===== config.mk =====
export PLATFORM = sky130hd
export DESIGN_NAME = uart_tx_pattern_gen
export DESIGN_NICKNAME = d
export VERILOG_FILES = /design/src/rtl/uart_pkg.sv /design/src/rtl/uart_lfsr8.sv /design/src/rtl/uart_tx_pattern_gen.sv
export SDC_FILE = /design/constraint.sdc
export NUM_CORES = 1
export LEC_CHECK = 0
export ABC_AREA = 1
export CELL_PAD_IN_SITES_DETAIL_PLACEMENT = 0
export CELL_PAD_IN_SITES_GLOBAL_PLACEMENT = 1
export CORE_ASPECT_RATIO = 0.7
export CORE_MARGIN = 2
export CORE_UTILIZATION = 43
export DETAILED_ROUTE_END_ITERATION = 16
export PLACE_DENSITY_LB_ADDON = 0.1
export SYNTH_ARGS = -nofsm -noshare
export SYNTH_HDL_FRONTEND = slang
export SYNTH_SLANG_ARGS = --single-unit

===== constraint.sdc =====
create_clock -name sys_clk -period 3.9 [get_ports sys_clk]
set_clock_uncertainty 0.05 [all_clocks]
set_input_delay 0.78 -clock sys_clk [delete_from_list [all_inputs] [get_ports sys_clk]]
set_output_delay 0.78 -clock sys_clk [all_outputs]
set_load 0.01 [all_outputs]

===== src/rtl/uart_pkg.sv =====
// Shared encodings and the LFSR step function for the UART test-pattern path.
package uart_pkg;

    typedef enum logic [1:0] {
        MODE_CNT   = 2'd0,
        MODE_LFSR  = 2'd1,
        MODE_CONST = 2'd2
    } mode_t;

    typedef enum logic [1:0] {
        ST_IDLE,
        ST_WAIT,
        ST_SEND
    } state_t;

    localparam logic [7:0] LFSR_TAPS = 8'hB8;

    // Fibonacci x^8+x^6+x^5+x^4+1: shift left, feedback = xor of taps 7,5,4,3.
    function automatic logic [7:0] lfsr_next(input logic [7:0] cur);
        return {cur[6:0], ^(cur & LFSR_TAPS)};
    endfunction

endpackage


===== src/rtl/uart_lfsr8.sv =====
// 8-bit pattern LFSR; kept standalone so the RX checker can track the same sequence.
module uart_lfsr8
    import uart_pkg::*;
(
    input  logic       clk,
    input  logic       rst,
    input  logic [7:0] seed,
    input  logic       step,
    output logic [7:0] state
);

    logic [7:0] seed_eff;

    // An all-zero seed would lock the register, so it is replaced by 8'h01.
    assign seed_eff = (seed == '0) ? 8'h01 : seed;

    always_ff @(posedge clk or posedge rst) begin
        if (rst) begin
            state <= seed_eff;
        end else if (step) begin
            state <= lfsr_next(state);
        end
    end

endmodule


===== src/rtl/uart_tx_pattern_gen.sv =====
// Periodic burst source of counter / LFSR / constant bytes for the UART TX byte port.
module uart_tx_pattern_gen
    import uart_pkg::*;
#(
    parameter int unsigned DATA_W    = 8,
    parameter int unsigned CNT_W     = 26,
    parameter int unsigned PERIOD    = 10000000,
    parameter int unsigned BURST_LEN = 16,
    parameter logic [7:0]  BASE_CHAR = 8'h30,
    parameter int unsigned CHAR_SPAN = 16,
    parameter logic [7:0]  LFSR_SEED = 8'hA5
) (
    input  logic              sys_clk,
    input  logic              sys_rst,
    input  logic              enable,
    input  logic [1:0]        mode,
    input  logic [DATA_W-1:0] const_data,
    input  logic              tx_ready,
    output logic              tx_valid,
    output logic [DATA_W-1:0] tx_data,
    output logic              burst_done,
    output logic              busy,
    output logic [15:0]       tx_count
);

    localparam int unsigned     BEAT_W    = (BURST_LEN > 1) ? $clog2(BURST_LEN) : 1;
    localparam logic [BEAT_W-1:0] LAST_BEAT = BEAT_W'(BURST_LEN - 1);
    localparam logic [CNT_W-1:0]  CNT_LAST  = CNT_W'(PERIOD - 1);
    localparam logic [7:0]        SEQ_LAST  = 8'(CHAR_SPAN - 1);

    state_t              state_q, state_d;
    logic [CNT_W-1:0]    cnt_q, cnt_d;
    logic [BEAT_W-1:0]   beat_q, beat_d;
    logic [7:0]          seq_q, seq_d;
    mode_t               burst_mode_q, burst_mode_d;
    logic [DATA_W-1:0]   burst_const_q, burst_const_d;
    logic                tx_valid_d, burst_done_d, busy_d;
    logic [DATA_W-1:0]   tx_data_d;
    logic [15:0]         tx_count_d;
    logic [7:0]          lfsr_q, lfsr_after;
    logic                lfsr_step, handshake;

    function automatic logic [DATA_W-1:0] pattern(input mode_t m, input logic [DATA_W-1:0] c,
                                                  input logic [7:0] s, input logic [7:0] l);
        logic [7:0] ch;
        ch = BASE_CHAR + s;
        case (m)
            MODE_LFSR:  return DATA_W'(l);
            MODE_CONST: return c;
            default:    return DATA_W'(ch);
        endcase
    endfunction

    uart_lfsr8 u_lfsr (
        .clk   (sys_clk),
        .rst   (sys_rst),
        .seed  (LFSR_SEED),
        .step  (lfsr_step),
        .state (lfsr_q)
    );

    assign handshake = tx_valid & tx_ready;

    always_comb begin
        state_d       = state_q;
        cnt_d         = cnt_q;
        beat_d        = beat_q;
        seq_d         = seq_q;
        burst_mode_d  = burst_mode_q;
        burst_const_d = burst_const_q;
        tx_valid_d    = tx_valid;
        tx_data_d     = tx_data;
        burst_done_d  = 1'b0;
        tx_count_d    = tx_count;
        lfsr_step     = 1'b0;
        lfsr_after    = lfsr_q;

        case (state_q)
            ST_IDLE: begin
                if (enable) begin
                    state_d = ST_WAIT;
                    cnt_d   = '0;
                end
            end
            ST_WAIT: begin
                if (!enable) begin
                    state_d = ST_IDLE;
                    cnt_d   = '0;
                end else if (cnt_q == CNT_LAST) begin
                    burst_mode_d  = mode_t'(mode);
                    burst_const_d = const_data;
                    state_d       = ST_SEND;
                    tx_valid_d    = 1'b1;
                    tx_data_d     = pattern(mode_t'(mode), const_data, seq_q, lfsr_q);
                    cnt_d         = '0;
                end else begin
                    cnt_d = cnt_q + CNT_W'(1);
                end
            end
            ST_SEND: begin
                if (handshake) begin
                    tx_count_d = tx_count + 16'd1;
                    // Only the pattern source in use for this burst advances.
                    case (burst_mode_q)
                        MODE_LFSR: begin
                            lfsr_step  = 1'b1;
                            lfsr_after = lfsr_next(lfsr_q);
                        end
                        MODE_CONST: ;
                        default:   seq_d = (seq_q == SEQ_LAST) ? '0 : seq_q + 8'd1;
                    endcase
                    if (beat_q == LAST_BEAT) begin
                        tx_valid_d   = 1'b0;
                        burst_done_d = 1'b1;
                        beat_d       = '0;
                        cnt_d        = '0;
                        state_d      = enable ? ST_WAIT : ST_IDLE;
                    end else if (!enable) begin
                        tx_valid_d = 1'b0;
                        beat_d     = '0;
                        state_d    = ST_IDLE;
                    end else begin
                        beat_d    = beat_q + BEAT_W'(1);
                        tx_data_d = pattern(burst_mode_q, burst_const_q, seq_d, lfsr_after);
                    end
                end
            end
            default: state_d = ST_IDLE;
        endcase

        busy_d = (state_d != ST_IDLE);
    end

    always_ff @(posedge sys_clk or posedge sys_rst) begin
        if (sys_rst) begin
            state_q       <= ST_IDLE;
            cnt_q         <= '0;
            beat_q        <= '0;
            seq_q         <= '0;
            burst_mode_q  <= MODE_CNT;
            burst_const_q <= '0;
            tx_valid      <= 1'b0;
            tx_data       <= '0;
            burst_done    <= 1'b0;
            busy          <= 1'b0;
            tx_count      <= '0;
        end else begin
            state_q       <= state_d;
            cnt_q         <= cnt_d;
            beat_q        <= beat_d;
            seq_q         <= seq_d;
            burst_mode_q  <= burst_mode_d;
            burst_const_q <= burst_const_d;
            tx_valid      <= tx_valid_d;
            tx_data       <= tx_data_d;
            burst_done    <= burst_done_d;
            busy          <= busy_d;
            tx_count      <= tx_count_d;
        end
    end

endmodule


-- Yosys cells after proc, flatten, opt, wreduce, memory -nomap -nowiden
Cells that the tools add are included.
- shift operators: 0
- magnitude comparators: 0
- multipliers: 0
- reductions and logical operators: 11
- bitwise logic cells: 1
- multiplexer cells: 40
- div/mod/pow operators: 0
- equal/unequal tests: 17
- $add $sub $neg: 6
- operators by type and width (kind ; count):
    $mux 26 ; 5
    $pmux 26 s3 ; 1
    $mux 8 ; 9
    $pmux 8 s2 ; 3
    $add 26x1->26 const B ; 1
    $eq 26x24->1 const B ; 1
    $add 16x1->16 const B ; 1
    $add 6x8->8 const A ; 2
    $ne 2x2->1 const B ; 7
    $mux 1 ; 12
    $mux 2 ; 6
    $add 8x1->8 const B ; 1
    $eq 8x4->1 const B ; 1
    $mux 4 ; 2
    $reduce_xor 8->1 ; 1
    $eq 2x1->1 const B ; 3
    $eq 2x2->1 const B ; 3
    $pmux 2 s3 ; 1
    $reduce_and 6->1 ; 1
    $reduce_and 5->1 ; 1
    $add 4x1->4 const B ; 1
    $eq 4x4->1 const B ; 1
    $reduce_and 4->1 ; 1
    $reduce_bool 2->1 ; 2
    8 further kinds ; 8
- word-level logic and storage cells: 87
- bits in registers: 85
- bits of input ports: 14
- ROM bits: 0
- memories kept: 0
- RAM bits: 0
- latch bits: 0

-- Depth between registers and ports, before layout
- word-level depth: 11
- gate-level depth with buffers: 15
- mapped depth without buffers: 15

-- Worst setup path after synthesis
Ideal clock, no wire load.
- path type: register -> register
- start point: reg burst_mode_q[0]
- end point: reg tx_data[5]
- clock period less this slack: 2.030 ns
- slack: 1.870 ns
- path buffers: 1
- stages on the path, launching flop included: 14
- data required time: 3.785 ns
- data arrival time: 1.915 ns
- library setup time: 0.065 ns
- cell sequence: dfrtp_1 -> inv_1 -> ha_1 -> clkbuf_1 -> nand3_1 -> nand2_1 -> nor2_1 -> inv_1 -> ha_1 -> nor2_1 -> a21oi_1 -> o21ai_0 -> nand2_1 -> nand2_1
- cells in the longest elaborated chain, start to end: 11
- ends and longest elaborated chain (element ; line ; RTL):
    start, declared ; uart_tx_pattern_gen.sv:35 ; mode_t burst_mode_q, burst_mode_d;
    start signal, assigned ; uart_tx_pattern_gen.sv:152 ; burst_mode_q <= burst_mode_d;
    $eq 2x2->1 or $eq 2x1->1 (tied branches) ; uart_tx_pattern_gen.sv:47, uart_tx_pattern_gen.sv:104 ;
    $reduce_or 2->1 (no line) ; - ;
    $mux 8 ; uart_tx_pattern_gen.sv:104 ; case (burst_mode_q)
    $mux 8 ; uart_tx_pattern_gen.sv:101 ; if (handshake) begin
    $mux 8 ; uart_tx_pattern_gen.sv:78 ; case (state_q)
    $add 6x8->8 ; uart_tx_pattern_gen.sv:46 ; ch = BASE_CHAR + s;
    $pmux 8 s2 * ; uart_tx_pattern_gen.sv:47 ; case (m)
    $mux 8 * ; uart_tx_pattern_gen.sv:118 ; end else if (!enable) begin
    $mux 8 * ; uart_tx_pattern_gen.sv:112 ; if (beat_q == LAST_BEAT) begin
    $mux 8 * ; uart_tx_pattern_gen.sv:101 ;
    $pmux 8 s2 * ; uart_tx_pattern_gen.sv:78 ;
    end signal, assigned ; uart_tx_pattern_gen.sv:155 ; tx_data <= tx_data_d;
    end, declared ; uart_tx_pattern_gen.sv:20 ; output logic [DATA_W-1:0] tx_data,
Mark *: on every way between the ends. The rest lies on a longest branch, timed or not. The select of a mux whose other input is x is not followed.
A chain may end at the register's enable or synchronous reset.

-- Worst setup path in the final report
Ends and elaborated chain as after synthesis.

==> results.sh <==
export IMPL_finalMaxSlewViolations=0
export IMPL_synthDistinctLibCells=42
export IMPL_routed_wl_microns=13600
export IMPL_io_buffers=40
export IMPL_dieHeight_microns=93.6
export IMPL_fin_crit_sh=0.758
export IMPL_drive_gt1_frac=0.0670
export IMPL_antenna_found_initial=0
export IMPL_dp_hpwl_microns=9940
export IMPL_cellPowerDensity_mw_per_mm2=464
export IMPL_synthCells=656
export IMPL_avgSynthCellArea_sq_um=7.51
export IMPL_crit_chain="inv_1 -> ha_1 -> inv_1 -> nor2_1 -> nand2_1 -> inv_1 -> nor2_1 -> inv_1 -> ha_1 -> nor2_1 -> a21oi_1 -> o21ai_0 -> nand2_1 -> nand2_1"
export IMPL_drt_first_iter_violations=380
export IMPL_drt_met1_wl_microns=7450
export IMPL_io_pins=41
export IMPL_internal_power_mw=1.93
export IMPL_post_cts_buffers=0
export IMPL_setup_worst_path_start="burst_mode_q[0]"
export IMPL_clk_latency_ps=340
export IMPL_combPwrFrac=0.212
export IMPL_cts_buffers_inserted=9
export IMPL_worstPathMaxFanout=14
export IMPL_ys_warn_count=0
export IMPL_irDropWorstVdd_uv=251
export IMPL_die_area_sq_mm=0.0123
export IMPL_hp_class="reg2reg"
export IMPL_power_frac_clock=0.386
export IMPL_grt_ovfl_total=0
export IMPL_antenna_left=0
export IMPL_synth_main_ff_cell="dfrtp_1"
export IMPL_gp_congestion=0.872
export IMPL_postSynthNetCount=682
export IMPL_grt_max_degree=38
export IMPL_rsz0062_at_grt="false"
export IMPL_swShare=0.287
export IMPL_wl_met2_microns=5240
export IMPL_slowest_delay_ps=490
export IMPL_highest_layer="met4"
export IMPL_timing_slew_headroom=0.565
export IMPL_ctsHoldBuffers=0
export IMPL_seq_power_share=0.401
export IMPL_finalPower_mw=2.71
export IMPL_fin_nets=723
export IMPL_drv_cap=0
export IMPL_die_width_microns=132
export IMPL_max_freq_mhz=338
export IMPL_critPathKind="reg2reg"
export IMPL_htreeDepth=3
export IMPL_synth_edf_count=0
export IMPL_tns_ps=0
export IMPL_hold_path_depth=2
export IMPL_ff2ff_path_depth=14
export IMPL_rrSetupSlack_ps=940
export IMPL_grt_pass1_vias=4286
export IMPL_r2r_end="tx_data[5]"
export IMPL_core_area_sq_mm=0.0111
export IMPL_syn_to_final_growth_pct=18.5
export IMPL_cp_common_cell="inv_1"
export IMPL_vias_per_cell=5.20
export IMPL_status="finished clean"
export IMPL_cts_sinks=85
export IMPL_cts_path_max_buffers=2
export IMPL_grt_util_all_layers=0.234
export IMPL_synthArstFlopShare=1.00
export IMPL_end_kind="register"
export IMPL_fin_crit_ps=2960
export IMPL_setup_violations=0
export IMPL_cts_root_buf="clkbuf_16"
export IMPL_via_count=4442
export IMPL_wire_per_inst_microns=15.9
export IMPL_post_cts_resized=0
export IMPL_crit_arrival_ps=3180
export IMPL_critPathTopFamily="adder cells"
export IMPL_met3_wirelength_microns=797
export IMPL_start_util=0.444
export IMPL_path_buf_inv=4
export IMPL_yosysSeqAreaShare=0.433
export IMPL_holdPathEnd="tx_data[0]"
export IMPL_required_ps=4120
export IMPL_diodes=0
export IMPL_switchingPower_uw=777
export IMPL_timing_rr_start="burst_mode_q[0]"
export IMPL_syn_cell_area_sq_mm=0.00493
export IMPL_cts_tree="built"
export IMPL_drc=0
export IMPL_min_from="tx_data[0]"
export IMPL_rows=32
export IMPL_ys_ff_latch=85
export IMPL_finalHoldViolCount=0
export IMPL_leakage_nw=2.69
export IMPL_cp_start_kind="register"
export IMPL_clk_pin_slew_ps=70
export IMPL_grt_pass1_wl_microns=22700
export IMPL_dr_pass1_iters=6
export IMPL_worstMarginPinSlew_ps=652
export IMPL_cpMaxStageDelayCell="ha_1"
metal layers:
layer	vias to the layer above	GRT usage
met5	-	0
met4	0	0.0471
met3	8	0.0482
met2	131	0.316
met1	2089	0.376
li1	2214	-
cell type report:
cell class,count,area (sq um)
clock inverter,4,120
inverter,88,332
tap,153,191
fill,1096,5250
multi-input combinational,468,2390
timing repair buffer,45,438
sequential,85,2130
clock buffer,12,236
registers in the layout, summed over array words and instances, names as in the netlist:
register	flops
beat_q	4
burst_const_q	8
burst_done	1
burst_mode_q	2
busy	1
cnt_q	26
seq_q	8
state_q	2
tx_count	16
tx_data	8
tx_valid	1
u_lfsr.state	8
cell usage in the layout (no fill, tap or decap), types with 3 or more instances in the layout:
| cell | synthesis | layout |
|---|---|---|
| bufinv_16 | 0 | 4 |
| buf_4 | 1 | 5 |
| nor4_1 | 4 | 4 |
| clkbuf_1 | 7 | 3 |
| xor2_1 | 16 | 16 |
| nor3_1 | 17 | 17 |
| o21ai_1 | 8 | 8 |
| clkbuf_16 | 0 | 9 |
| nand2_2 | 3 | 3 |
| a21oi_1 | 25 | 25 |
| ha_1 | 12 | 12 |
| dfrtp_1 | 81 | 81 |
| nand4_1 | 17 | 17 |
| o22ai_1 | 6 | 6 |
| nand3_1 | 41 | 41 |
| inv_1 | 80 | 79 |
| nor2_4 | 3 | 3 |
| o21ai_0 | 53 | 53 |
| nor2_2 | 3 | 3 |
| nor2_1 | 65 | 65 |
| dfstp_2 | 4 | 4 |
| inv_2 | 8 | 8 |
| xnor2_1 | 10 | 10 |
| nand2_1 | 165 | 165 |
| clkdlybuf4s50_1 | 0 | 40 |
worst max path at each step:
stage / end / cells after the start
2_1_floorplan: beat_q[0] / 1
3_3_place_gp: cnt_q[7] / 11
3_5_place_dp: cnt_q[7] / 11
4_1_cts: tx_data[5] / 14
5_1_grt: tx_data[5] / 14
6_report: tx_data[5] / 14
per-stage QoR:
step	util	hold WS, ps	instances	setup WS [ps]	instance area, sq um
after global placement	0.494	413	839	925	5480
after CTS	0.526	433	855	946	5840
after detailed placement	0.494	416	839	833	5480
after global routing	0.526	455	855	694	5840
final	0.526	425	855	943	5840
after floorplan	-	403	656	883	4930
cell families after synthesis:
kind of cell,share of synthesized area
compound gates,0.115
xor+xnor,0.0462
fa+ha+maj,0.0305
buf+inv,0.0823
flops,0.433
mux,0.00965
simple gates,0.283
Yosys cell counts, types with 5 or more instances:
cell / instances / area (sq um)
a21oi_1: 25 / 125
dfrtp_1: 81 / 2030
inv_2: 8 / 30.0
o21ai_1: 8 / 40.0
nand2_1: 165 / 619
xor2_1: 16 / 140
ha_1: 12 / 150
nand3_1: 41 / 205
nand4_1: 17 / 106
nor2_1: 65 / 244
nor3_1: 17 / 85.1
buf_2: 5 / 25.0
clkbuf_1: 7 / 26.3
xnor2_1: 10 / 87.6
inv_1: 80 / 300
o21ai_0: 53 / 265
o22ai_1: 6 / 37.5
worst min-delay path, delay by kind of cell, from the launching register on:
kind / cells / cell delay, ps
AND/OR/NAND/NOR: 2 / 100
flip-flops: 1 / 340
power groups by stage:
stage                     Sequential, mW  Clock [mW]  Combinational, mW
after floorplan                     1.10           0              0.311
after global placement              1.10           0              0.563
after detailed placement            1.10           0              0.568
after CTS                           1.09        1.07              0.574
after global routing                1.10        1.10              0.643
final                               1.09        1.05              0.575
No activity file was read; power rests on OpenSTA's default activity.
